## src/rtl/n_clic_pend_arb_pkg.sv

```systemverilog
// n_clic_pend_arb_pkg: source count and arbiter state type shared by the pend front end.
package config_pkg;
  localparam int NumPendSrc = 8;
endpackage

package decoder_pkg;
  typedef enum logic {PA_IDLE, PA_OFFER} pend_arb_state_t;
endpackage

```

## src/rtl/n_clic_pend_arb_rr_pick.sv

```systemverilog
// rr_pick: combinational round-robin search over req starting at rr_ptr.
module rr_pick #(
  parameter int NumSrc   = 8,
  parameter int VecWidth = $clog2(NumSrc)
) (
  input  logic [NumSrc-1:0]   req,
  input  logic [VecWidth-1:0] rr_ptr,
  output logic                any,
  output logic [VecWidth-1:0] winner
);
  logic [VecWidth-1:0] idx;
  assign any = |req;
  // Scanning from the far end lets the closest requester at or after rr_ptr overwrite the rest.
  always_comb begin
    winner = '0;
    idx = '0;
    for (int k = NumSrc - 1; k >= 0; k--) begin
      idx = VecWidth'((int'(rr_ptr) + k) % NumSrc);
      if (req[idx]) winner = idx;
    end
  end
endmodule

```

## src/rtl/n_clic_pend_arb.sv

```systemverilog
// n_clic_pend_arb: edge/level interrupt capture with round-robin pend delivery to n_clic.
// Define N_CLIC_PEND_LOST_EN to build the sticky per-source lost-event flags.
module n_clic_pend_arb
  import config_pkg::*, decoder_pkg::*;
#(
  parameter int NumSrc   = NumPendSrc,
  parameter int VecWidth = $clog2(NumSrc)
) (
  input  logic                clk,
  input  logic                reset,
  input  logic [NumSrc-1:0]   src_irq,
  input  logic [NumSrc-1:0]   src_en,
  input  logic [NumSrc-1:0]   src_edge,
  output logic                pend_valid,
  output logic [VecWidth-1:0] pend_vec,
  input  logic                pend_ready,
  output logic [NumSrc-1:0]   lost,
  input  logic [NumSrc-1:0]   lost_clr
);
  pend_arb_state_t     state_q;
  logic [NumSrc-1:0]   src_q, req_q, req_d, ev, gnt;
  logic                any, pend_valid_q;
  logic [VecWidth-1:0] winner, pend_vec_q, rr_ptr_q, rr_ptr_d;

  rr_pick #(.NumSrc(NumSrc), .VecWidth(VecWidth)) u_rr_pick (
    .req(req_q), .rr_ptr(rr_ptr_q), .any(any), .winner(winner)
  );

  assign ev       = src_en & src_irq & ~(src_edge & src_q);
  assign gnt      = {NumSrc{state_q == PA_IDLE && any}} & (NumSrc'(1) << winner);
  // A fresh event outranks the grant so a re-asserting source is not swallowed.
  assign req_d    = src_en & (ev | (req_q & ~gnt));
  assign rr_ptr_d = (pend_vec_q == VecWidth'(NumSrc - 1)) ? '0 : pend_vec_q + 1'b1;

  always_ff @(posedge clk) begin
    if (!reset) begin
      src_q <= '0;
      req_q <= '0;
    end else begin
      src_q <= src_irq;
      req_q <= req_d;
    end
  end

  always_ff @(posedge clk) begin
    if (!reset) begin
      state_q      <= PA_IDLE;
      pend_valid_q <= 1'b0;
      pend_vec_q   <= '0;
      rr_ptr_q     <= '0;
    end else if (state_q == PA_IDLE) begin
      if (any) begin
        state_q      <= PA_OFFER;
        pend_valid_q <= 1'b1;
        pend_vec_q   <= winner;
      end
    end else if (pend_ready) begin
      state_q      <= PA_IDLE;
      pend_valid_q <= 1'b0;
      rr_ptr_q     <= rr_ptr_d;
    end
  end

  assign pend_valid = pend_valid_q;
  assign pend_vec   = pend_vec_q;

`ifdef N_CLIC_PEND_LOST_EN
  logic [NumSrc-1:0] lost_q;
  always_ff @(posedge clk) begin
    if (!reset) lost_q <= '0;
    else lost_q <= (ev & src_edge & req_q & ~gnt) | (lost_q & ~lost_clr);
  end
  assign lost = lost_q;
`else
  logic unused_lost_clr;
  assign unused_lost_clr = ^lost_clr;
  assign lost = '0;
`endif
endmodule

```

## config.mk

```make
export PLATFORM = sky130hd
export DESIGN_NAME = n_clic_pend_arb
export DESIGN_NICKNAME = d
export VERILOG_FILES = /design/src/rtl/n_clic_pend_arb_pkg.sv /design/src/rtl/n_clic_pend_arb_rr_pick.sv /design/src/rtl/n_clic_pend_arb.sv
export SDC_FILE = /design/constraint.sdc
export NUM_CORES = 1
export LEC_CHECK = 0
export ABC_CLOCK_PERIOD_IN_PS = 3100
export CAP_MARGIN = 10
export CORE_ASPECT_RATIO = 2
export CORE_MARGIN = 1.5
export CORE_UTILIZATION = 46
export DETAILED_ROUTE_END_ITERATION = 12
export MAX_ROUTING_LAYER = met4
export PLACE_DENSITY = 0.73
export SLEW_MARGIN = 10
export SYNTH_ARGS = -nofsm -noshare
export SYNTH_HDL_FRONTEND = slang
export SYNTH_SLANG_ARGS = --single-unit
export TNS_END_PERCENT = 50
```

## constraint.sdc

```tcl
create_clock -name clk -period 3.1 [get_ports clk]
set_input_delay 0.465 -clock clk [delete_from_list [all_inputs] [get_ports clk]]
set_output_delay 0.465 -clock clk [all_outputs]
set_load 0.02 [all_outputs]
```

==> metrics.md <==
| Metric | Value |
|---|---|
| Crit path max fanout | 7 |
| Routed met3 length | roughly 140 um |
| NetSw | around 0.42 mW |
| Reg area | 480 um^2 |
| Maximum vdd drop | 382 uV |
| Drt wl/cell | between 15 and 20 um |
| Die area | ~5000 um^2 |
| I/O pin total | between 40 and 50 |
| Total gr overflow | 0 |
| Power Internal | 0.696 mW |
| Crit path kind | reg2reg |
| Vias per std cell | roughly 6 |
| Placer congestion estimate | 0.881 |
| Number of setup buffers added after CTS | 0 |
| Die Span Y | roughly 100 um |
| Switching fraction of total power | 0.378 |
| DP Wirelength | roughly 4200 um |
| Die width | roughly 50 um |
| Ys async rst share | 0 |
| Critical path's slowest cell | ha_1 |
| Post-layout util | 0.562 |
| Routed Antenna Nets | 0 |
| Final #Nets | 299 |
| Min-Delay Endpoint | pend_valid$_SDFFE_PN0P_ |
| Arrival time of the worst setup path | 3.08 ns |
| Tcrit/Tclk final | 0.944 |
| HP Class | reg2reg |
| Layout cells sized above 1 | 0.151 |
| Reg2Reg Setup Slack | between 0.15 and 0.2 ns |
| Final hold viol count | 0 |
| Starting Density | 0.475 |
| I/O Buffers | 30 |
| Resized cells post-CTS | 0 |
| Initial drt markers | 35 |
| Post-CTS Hold Buffers | 0 |
| Hold path start | pend_valid$_SDFFE_PN0P_ |
| Fin crit period | 2.93 ns |
| Worst-path clk slew | ~0.080 ns |
| DR top layer | met4 |
| Row count | 34 |
| YS warnings | 0 |
| CTS buffer count | 3 |
| Clock share of power | 0.159 |
| Area delta synth->final | 18.2% |
| Via count | approximately 1900 |
| Maxcap violations | 0 |
| WHS Path Cells | 2 |
| Largest net degree at the start of global routing | 26 |
| Final WS setup | 0.174 ns |
| Clk_lat worst skew | between 0.2 and 0.3 ns |
| Outcome | finished clean |
| Tot Pwr | roughly 1.1 mW |
| Seq/Total Area, Yosys | 0.233 |
| Rel. slew slack | 0.657 |
| GRT Util Overall | 0.234 |
| Clock root buffer | clkbuf_8 |
| Clock Sinks | 24 |
| Non-filler cells, final | between 300 and 400 |
| Final wirelength | approximately 5200 um |
| Beginning of the critical path | rr_ptr_q[1]$_SDFFE_PN0P_ |
| Diode count | 0 |
| Final setup viols | 0 |
| Drt pass-1 iters | 4 |
| LEAKAGE | a little over 0.9 nW |
| First-pass GRT wire length | between 8000 and 9000 um |
| Seq pwr share | 0.337 |
| Worst path max stage delay | 0.48 ns |
| Pre-CTS setup slack | 0.223 ns |
| Reg2reg start | rr_ptr_q[1]$_SDFFE_PN0P_ |
| Distinct cells, synth | 55 |
| Met2 wire len | just under 3000 um |
| Met1 wire length | ~1800 um |
| Initial antenna violation count | 0 |
| Post-synth EDFFs | 0 |
| Worst-Margin Slew | around 0.5 ns |
| H-Tree Depth | 1 |
| Req. time, crit path | about 3.3 ns |
| CP Cell Sequence | inv_1, ha_1, buf_4, mux4_2, a21o_1, a2bb2oi_1, a21oi_1, a2bb2oi_1, and4_1, a21oi_1 |
| Number of synthesized register bits | 24 |
| DRC Markers | 0 |
| Vias in the first global route | a little under 2000 |
| CTS tree | built |
| FMAX | around 340 MHz |
| Worst r2r path cells | 10 |
| Top FF cell, synth | dfxtp_1 |
| Power Density | 459 nW/um^2 |
| Mean post-synth cell area | between 8 and 9 um^2 |
| Placed instance count | 309 |
| Clock buffer depth | 2 |
| RSZ-0062 raised after global routing | false |
| Core Box Area | 4340 um^2 |
| Combinational power share | 0.503 |
| # fillers | just over 400 |
| Clock skew | between 0.002 and 0.0025 ns |
| Max-slew violations | 0 |
| Mapped cell area | 2060 um^2 |
| CP Capture Type | flop |
| TNS Setup | 0 ns |
| FF-to-FF End | req_q[4]$_SDFF_PN0_ |
| Cell count after synthesis | 230 |
| Area occupied by multi-input gates | 1420 um^2 |
| CP Launch Type | flop |
worst max-delay path, delay by kind of cell (launching register included):
kind,cells,cell delay [ns]
adders and majority gates,1,0.48
muxes,1,0.31
DFF,1,0.38
AOI/OAI and AO/OA,5,1.01
and+or+nand+nor,1,0.33
buffers and inverters,2,0.30
cell type report:
type                       instances  share of cell area
clock buffer                       3              0.0169
multi-input combinational        180               0.583
timing repair buffer              43               0.163
tap                               54              0.0277
sequential                        24               0.197
inverter                           8              0.0123
sequential cells by signal, summed over array words and instances (netlist names):
register    cells
req_q           8
rr_ptr_q        3
state_q         1
pend_vec        3
pend_valid      1
src_q           8
kinds of logic (layout without fill, tap and decap cells):
family / Yosys count / in the layout / share of synthesized area
multiplexers: 31 / 31 / 0.215
AND/OR/NAND/NOR: 63 / 63 / 0.171
buffers and inverters: 33 / 54 / 0.0910
adder cells (fa/ha/maj): 4 / 4 / 0.0243
XOR/XNOR: 4 / 4 / 0.0206
flip-flops: 24 / 24 / 0.233
AO/OA/AOI/OAI: 70 / 70 / 0.244
other: 1 / 8 / 0.00182
cell usage in the layout (no fill, tap or decap), drive strengths merged, types with 8 or more instances in the layout:
cell,n
a21oi,22
nand2,13
nor2,12
a21boi,9
buf,13
dfxtp,24
mux2i,16
mux4,9
and2,9
inv,8
clkdlybuf4s50,30
o211ai,9
conb,8
cell usage after synthesis, drive strengths merged (6+ instances only):
master | count | share of area
nor3 | 7 | 0.017
o211ai | 9 | 0.033
nor2 | 12 | 0.022
dfxtp | 24 | 0.23
inv | 8 | 0.015
mux4 | 9 | 0.098
buf | 21 | 0.069
a21oi | 22 | 0.053
nand2 | 13 | 0.025
mux2i | 16 | 0.084
mux2 | 6 | 0.033
a21boi | 9 | 0.033
and2 | 9 | 0.027
through the flow:
| step | cell area [um^2] | hold slack, ns |
|---|---|---|
| after global placement | 2400 | 0.480 |
| after CTS | 2440 | 0.509 |
| after floorplan | 2090 | 0.483 |
| final | 2440 | 0.501 |
| after detailed placement | 2400 | 0.490 |
| after global routing | 2440 | 0.539 |
worst max path at each step:
stage          slack, ns                   to  cells past startpoint
4_1_cts             0.20  req_q[4]$_SDFF_PN0_                     10
6_report            0.17  req_q[4]$_SDFF_PN0_                     10
5_1_grt             0.02  req_q[5]$_SDFF_PN0_                     10
3_5_place_dp        0.22  req_q[4]$_SDFF_PN0_                     10
3_3_place_gp        0.24  req_q[5]$_SDFF_PN0_                     10
2_1_floorplan       0.05  req_q[2]$_SDFF_PN0_                     13
power by group through the flow:
stage / clock network (mW) / registers, mW / logic, mW
6_report: 0.178 / 0.377 / 0.563
4_1_cts: 0.186 / 0.376 / 0.563
2_1_floorplan: 0 / 0.373 / 0.414
3_3_place_gp: 0 / 0.382 / 0.552
3_5_place_dp: 0 / 0.384 / 0.561
5_1_grt: 0.197 / 0.380 / 0.612
layer usage:
metal | track usage | vias up
met5 | - | -
met4 | 0.168 | 0
met3 | 0.0215 | 23
met2 | 0.419 | 55
met1 | 0.220 | 921
li1 | - | 910
No activity file was read; power rests on OpenSTA's default activity.
